## config.mk

```make
export PLATFORM = sky130hd
export DESIGN_NAME = counter_seq_flat
export DESIGN_NICKNAME = d
export VERILOG_FILES = /design/src/rtl/counter_seq_if.sv /design/src/rtl/counter_seq.sv /design/src/flat_wrapper.sv
export SDC_FILE = /design/constraint.sdc
export NUM_CORES = 1
export LEC_CHECK = 0
export BUFFER_PORTS_ARGS = -buffer_cell sky130_fd_sc_hd__buf_2
export CORE_MARGIN = 2
export CORE_UTILIZATION = 37
export DETAILED_ROUTE_END_ITERATION = 8
export GPL_TIMING_DRIVEN = 0
export SYNTH_ARGS = -nofsm -noshare
export SYNTH_HDL_FRONTEND = slang
export SYNTH_SLANG_ARGS = --single-unit
```

## constraint.sdc

```tcl
create_clock -name clk -period 2.4 [get_ports clk]
set_clock_uncertainty 0.15 [all_clocks]
set_input_delay 0.12 -clock clk [delete_from_list [all_inputs] [get_ports clk]]
set_output_delay 0.12 -clock clk [all_outputs]
set_load 0.005 [all_outputs]
```

## src/rtl/counter_seq_if.sv

```systemverilog
// rtl/counter_seq_if.sv - command handshake interface for the counter sequencer
//
// Purpose: groups the command valid/ready handshake and its payload.
// Signals:
//   CMD_VALID  command offered (master -> slave)
//   CMD_READY  sequencer can accept a command (slave -> master)
//   CMD_MODO   counter mode for the command
//   CMD_D      load value presented on the counter D input
//   CMD_LEN    number of enabled cycles, 0 = no-op
interface counter_seq_if #(
    parameter int LEN_W = 8,
    parameter int CNT_W = 4
);
    logic             CMD_VALID;
    logic             CMD_READY;
    logic [1:0]       CMD_MODO;
    logic [CNT_W-1:0] CMD_D;
    logic [LEN_W-1:0] CMD_LEN;

    modport master (
        output CMD_VALID,
        output CMD_MODO,
        output CMD_D,
        output CMD_LEN,
        input  CMD_READY
    );

    modport slave (
        input  CMD_VALID,
        input  CMD_MODO,
        input  CMD_D,
        input  CMD_LEN,
        output CMD_READY
    );
endinterface

```

## src/rtl/counter_seq.sv

```systemverilog
// rtl/counter_seq.sv - command sequencer driving a 4-bit mode counter
//
// Purpose: accepts one command at a time, drives the counter ENABLE/MODO/D
// pins for CMD_LEN cycles, then reports the final counter value and the
// number of RCO-high samples and pulses DONE.
// Ports:
//   clk      system clock, rising edge
//   RESET    asynchronous active-low reset
//   cmd      command handshake (slave side)
//   CNT_Q    counter Q output
//   CNT_RCO  counter ripple-carry output
//   ENABLE   counter ENABLE
//   MODO     counter MODO
//   D        counter D
//   BUSY     command in progress
//   DONE     one-cycle completion pulse
//   Q_LAST   counter Q captured at completion
//   RCO_CNT  RCO-high samples of the last command, saturating
module counter_seq #(
    parameter int LEN_W = 8,
    parameter int CNT_W = 4
) (
    input  logic             clk,
    input  logic             RESET,
    counter_seq_if.slave     cmd,
    input  logic [CNT_W-1:0] CNT_Q,
    input  logic             CNT_RCO,
    output logic             ENABLE,
    output logic [1:0]       MODO,
    output logic [CNT_W-1:0] D,
    output logic             BUSY,
    output logic             DONE,
    output logic [CNT_W-1:0] Q_LAST,
    output logic [LEN_W-1:0] RCO_CNT
);

    typedef enum logic [1:0] {
        IDLE   = 2'd0,
        RUN    = 2'd1,
        SETTLE = 2'd2,
        FIN    = 2'd3
    } state_t;

    state_t           state, state_n;
    logic [LEN_W-1:0] remaining, remaining_n;
    logic [LEN_W-1:0] acc, acc_n;
    // Set once the counter has seen at least one enabled edge; RCO is only
    // meaningful (and only sampled) from the cycle after that edge.
    logic             gate, gate_n;

    logic             enable_n;
    logic [1:0]       modo_n;
    logic [CNT_W-1:0] d_n;
    logic             busy_n;
    logic             done_n;
    logic [CNT_W-1:0] q_last_n;
    logic [LEN_W-1:0] rco_cnt_n;

    logic [LEN_W-1:0] acc_inc;
    logic [LEN_W-1:0] acc_sampled;

    assign cmd.CMD_READY = (state == IDLE) && RESET;

    // Saturating increment: hold at all-ones rather than wrapping to zero.
    assign acc_inc     = (&acc) ? acc : acc + LEN_W'(1);
    assign acc_sampled = (gate && CNT_RCO) ? acc_inc : acc;

    always_comb begin
        state_n     = state;
        remaining_n = remaining;
        acc_n       = acc;
        gate_n      = gate;
        enable_n    = ENABLE;
        modo_n      = MODO;
        d_n         = D;
        busy_n      = BUSY;
        done_n      = 1'b0;
        q_last_n    = Q_LAST;
        rco_cnt_n   = RCO_CNT;

        case (state)
            IDLE: begin
                if (cmd.CMD_VALID) begin
                    modo_n      = cmd.CMD_MODO;
                    d_n         = cmd.CMD_D;
                    remaining_n = cmd.CMD_LEN;
                    acc_n       = '0;
                    gate_n      = 1'b0;
                    busy_n      = 1'b1;
                    if (cmd.CMD_LEN != '0) begin
                        enable_n = 1'b1;
                        state_n  = RUN;
                    end else begin
                        enable_n = 1'b0;
                        state_n  = SETTLE;
                    end
                end
            end
            RUN: begin
                gate_n      = 1'b1;
                acc_n       = acc_sampled;
                remaining_n = remaining - LEN_W'(1);
                // remaining never goes below 1 while in RUN, so no underflow.
                if (remaining == LEN_W'(1)) begin
                    enable_n = 1'b0;
                    state_n  = SETTLE;
                end
            end
            SETTLE: begin
                // Counter output now reflects the last enabled edge.
                q_last_n  = CNT_Q;
                acc_n     = acc_sampled;
                rco_cnt_n = acc_sampled;
                done_n    = 1'b1;
                busy_n    = 1'b0;
                state_n   = FIN;
            end
            FIN: begin
                state_n = IDLE;
            end
            default: begin
                state_n = IDLE;
            end
        endcase
    end

    always_ff @(posedge clk or negedge RESET) begin
        if (!RESET) begin
            state     <= IDLE;
            remaining <= '0;
            acc       <= '0;
            gate      <= 1'b0;
            ENABLE    <= 1'b0;
            MODO      <= 2'b00;
            D         <= '0;
            BUSY      <= 1'b0;
            DONE      <= 1'b0;
            Q_LAST    <= '0;
            RCO_CNT   <= '0;
        end else begin
            state     <= state_n;
            remaining <= remaining_n;
            acc       <= acc_n;
            gate      <= gate_n;
            ENABLE    <= enable_n;
            MODO      <= modo_n;
            D         <= d_n;
            BUSY      <= busy_n;
            DONE      <= done_n;
            Q_LAST    <= q_last_n;
            RCO_CNT   <= rco_cnt_n;
        end
    end

endmodule
```

## src/flat_wrapper.sv

```systemverilog
// flat-port wrapper written by rule: the top's interface ports become plain ports
module counter_seq_flat 
#(
    parameter int LEN_W = 8,
    parameter int CNT_W = 4
)
  (clk, RESET, CNT_Q, CNT_RCO, ENABLE, MODO, D, BUSY, DONE, Q_LAST, RCO_CNT, cmd_CMD_VALID, cmd_CMD_MODO, cmd_CMD_D, cmd_CMD_LEN, cmd_CMD_READY);
  counter_seq_if #(.LEN_W(LEN_W), .CNT_W(CNT_W)) cmd_i ();
  input  logic clk;
  input  logic RESET;
  input  logic [CNT_W-1:0] CNT_Q;
  input  logic CNT_RCO;
  output logic ENABLE;
  output logic [1:0] MODO;
  output logic [CNT_W-1:0] D;
  output logic BUSY;
  output logic DONE;
  output logic [CNT_W-1:0] Q_LAST;
  output logic [LEN_W-1:0] RCO_CNT;
  input wire logic [$bits(cmd_i.CMD_VALID)-1:0] cmd_CMD_VALID;
  input wire logic [$bits(cmd_i.CMD_MODO)-1:0] cmd_CMD_MODO;
  input wire logic [$bits(cmd_i.CMD_D)-1:0] cmd_CMD_D;
  input wire logic [$bits(cmd_i.CMD_LEN)-1:0] cmd_CMD_LEN;
  output wire logic [$bits(cmd_i.CMD_READY)-1:0] cmd_CMD_READY;
  assign cmd_i.CMD_VALID = cmd_CMD_VALID;
  assign cmd_i.CMD_MODO = cmd_CMD_MODO;
  assign cmd_i.CMD_D = cmd_CMD_D;
  assign cmd_i.CMD_LEN = cmd_CMD_LEN;
  assign cmd_CMD_READY = cmd_i.CMD_READY;
  counter_seq #(.LEN_W(LEN_W), .CNT_W(CNT_W)) u_core (.clk(clk), .RESET(RESET), .cmd(cmd_i), .CNT_Q(CNT_Q), .CNT_RCO(CNT_RCO), .ENABLE(ENABLE), .MODO(MODO), .D(D), .BUSY(BUSY), .DONE(DONE), .Q_LAST(Q_LAST), .RCO_CNT(RCO_CNT));
endmodule
```

==> reports/results.ini <==
[outcome]
status=finished, final reports clean

[timing]
setup_viol=0
setup_ws_ps=232
rsz0062_at_grt=false
hold_violations=0
tightest_slew_ps=907
max_freq_ghz=0.461
relSlewSlack_pct=39.5
final.setup.tns_ps=0
period_share_pct=90.4
fin_crit_ps=2170
drv_slew=0
whs_ps=25.6

[cts]
cts_buffers=5
clockBufferDepth=2
clock_latency_ps=300
cts_setup_buffers=0
clk_pin_slew_ps=80
htreeDepth=2
cts-root-buf=clkbuf_8
cts_tree=done
clock_sinks=40

[logic_synthesis]
postSynthNetCount=246
syn_inst=218
ys_seq_area_share_pct=46.0
synth-async-reset-ratio_pct=100
ys_top_cells_by_count=dfrtp_1 (40), a21oi_1 (20), nor2_1 (18), nand2_1 (17), inv_1 (12)
synth_cell_types=48
ys_seq_elements=40
synth.cell_area_mm2=0.00217
avgSynthCellArea_um2=9.98
synth_top_area_share_pct=46.0
synth_area_leaders=dfrtp_1 (46%), mux2_2 (5.7%), a21oi_1 (4.6%), ha_1 (3.5%), mux2i_1 (3.2%)
synthFlopType=dfrtp_1
yosysMostFrequentCell=dfrtp_1
synth_edf_count=0
synth_warnings=0
yosys.area.top_type=dfrtp_1

[detailed_routing]
routed_wl_mm=5.06
avgRoutedWirePerCell_um=14.3
drtIter0Drc=81
vias_per_cell=5.21
dr.pass1.iters=4
vias=1845
route.detailed.drc=0
ant_nets=0

[floorplanning]
die_h_um=80.7
ios=44
start_util_pct=38.8
core_area_mm2=0.00561
rows=27
die_area_mm2=0.00651
die_w_um=80.7

[global_route]
grt_use_total_pct=17.7
grt_start_max_net_pins=42
grt_pass1_vias=1864
grt_pass1_wl_mm=8.91
grt-ovfl-total=0
antenna_found_initial=0

[final_layout]
syn_to_final_growth_pct=25.1
fillers=563
diodes=0
drive_gt1_share_pct=25.2
fin_cells=354
final_util_pct=48.5
final_area_mm2=0.00272
nNetsFinal=309

[hold_path]
hold_start=cmd_CMD_LEN[3]
holdCritPathClass=input port to flop
holdPathStages=3

[setup_path]
critPathTopFamily=compound AO/OA/AOI/OAI gates
critPathSlowestCell=o21ai_0
worstPathCellList=inv_1 -> ha_1 -> o21ai_0 -> and3b_1 -> nor3_1
crit_buf_inv=1
reg2regPathDepth=5
cp_num_cells=5
endpoint=u_core.acc[6]$_DFFE_PN0P_
cp.arrival_ps=2230
rr_startpoint=u_core.state[0]$_DFFE_PN0P_
critical_path.max_fanout=6
setup.worst_path.class=flop to flop
max_stage_delay_ps=710
cp-start-kind=flop
cp.required_ps=2460
crit_start=u_core.state[0]$_DFFE_PN0P_
cp-end-kind=flop
r2r_slack_ps=230
r2r_end=u_core.acc[6]$_DFFE_PN0P_

[power_and_ir_drop]
p_per_area_mw_per_mm2=1200
power.total_mw=3.26
leakage_nw=1.21
ir_drop_mv=0.564

[place]
placed_area_mm2=0.00248
pre_cts_slack_ps=263
io_buffer_count=43
dp_hpwl_mm=3.45
post-place-cells=333
routabilityCongestion=0.805

[job]
drv_cap=0

[state kept, by name, indices dropped and copies added (netlist names)]
| signal | cells |
|---|---|
| u_core.MODO | 2 |
| u_core.ENABLE | 1 |
| u_core.gate | 1 |
| u_core.acc | 8 |
| u_core.Q_LAST | 4 |
| u_core.RCO_CNT | 8 |
| u_core.remaining | 8 |
| u_core.BUSY | 1 |
| u_core.state | 2 |
| u_core.D | 4 |
| u_core.DONE | 1 |
[cells in the final DEF, fill, tap and decap left out, types with 4 or more instances in the layout]
cell type      netlist  layout
a21oi_1             20      20
buf_2                1      44
clkbuf_1             5       5
clkbuf_8             1       6
dfrtp_1             40      40
dlygate4sd3_1        0      13
ha_1                 6       6
inv_1               12      12
mux2_2              11      11
mux2i_1              7       7
nand2_1             17      17
nand3_1             10      10
nor2_1              18      18
nor3_1               4       4
o21ai_0              8       8
o22a_1               5       5
[area by class of cell]
cell class	instances	area, um^2	area share, %
Timing Repair Buffer	56	345	12.7
Sequential cell	40	1000	36.8
Clock buffer	5	68.8	2.53
Multi-Input combinational cell	157	1070	39.3
Tap cell	72	90.1	3.31
Buffer	9	60.1	2.21
Clock inverter	3	42.5	1.56
Inverter	12	45.0	1.66
[timing repair]
| item | in CTS | in global routing |
|---|---|---|
| hold buffers | 13 | 0 |
| gates resized for setup | 0 | 0 |
| endpoints found under the hold margin | 52 | 0 |
[kinds of logic (layout without fill, tap and decap cells)]
| logic type | Yosys count | in the layout | share of synthesized area (%) |
|---|---|---|---|
| compound gates | 55 | 55 | 17.5 |
| xor+xnor | 3 | 3 | 1.21 |
| fa+ha+maj | 6 | 6 | 3.45 |
| buf+inv | 21 | 85 | 4.83 |
| flops | 40 | 40 | 46.0 |
| mux | 18 | 18 | 8.92 |
| simple gates | 75 | 75 | 18.1 |
[power by group]
group	internal, mW	switching, mW	leakage (nW)	total [mW]
Clock	0.308	0.250	0.0541	0.558
Combinational	0.691	0.842	0.666	1.53
Sequential	0.966	0.204	0.488	1.17
Total	1.96	1.30	1.21	3.26
[worst register-to-register path: cells and delay by family (launching register included)]
family	cells	cell delay (ps)
AO/OA/AOI/OAI	1	710
AND/OR/NAND/NOR	2	400
flip-flops	1	380
adder cells (fa/ha/maj)	1	380
buffers and inverters	1	70
[routing by layer]
metal | vias up | global-route usage (%) | wire, um
li1 | 919 | - | -
met1 | 868 | 23.5 | 2410
met2 | 51 | 28.4 | 2320
met3 | 7 | 3.71 | 241
met4 | 0 | 6.61 | 85
met5 | - | 0 | 0
[how the worst min path moves through the flow]
| stage | endpoint |
|---|---|
| floorplan | u_core.BUSY$_DFFE_PN0P_ |
| global placement | u_core.Q_LAST[3]$_DFFE_PN0P_ |
| detailed placement | u_core.Q_LAST[0]$_DFFE_PN0P_ |
| CTS | u_core.remaining[3]$_DFFE_PN0P_ |
| global route | u_core.remaining[3]$_DFFE_PN0P_ |
| finish | u_core.remaining[3]$_DFFE_PN0P_ |
No activity file was read; power rests on OpenSTA's default activity.
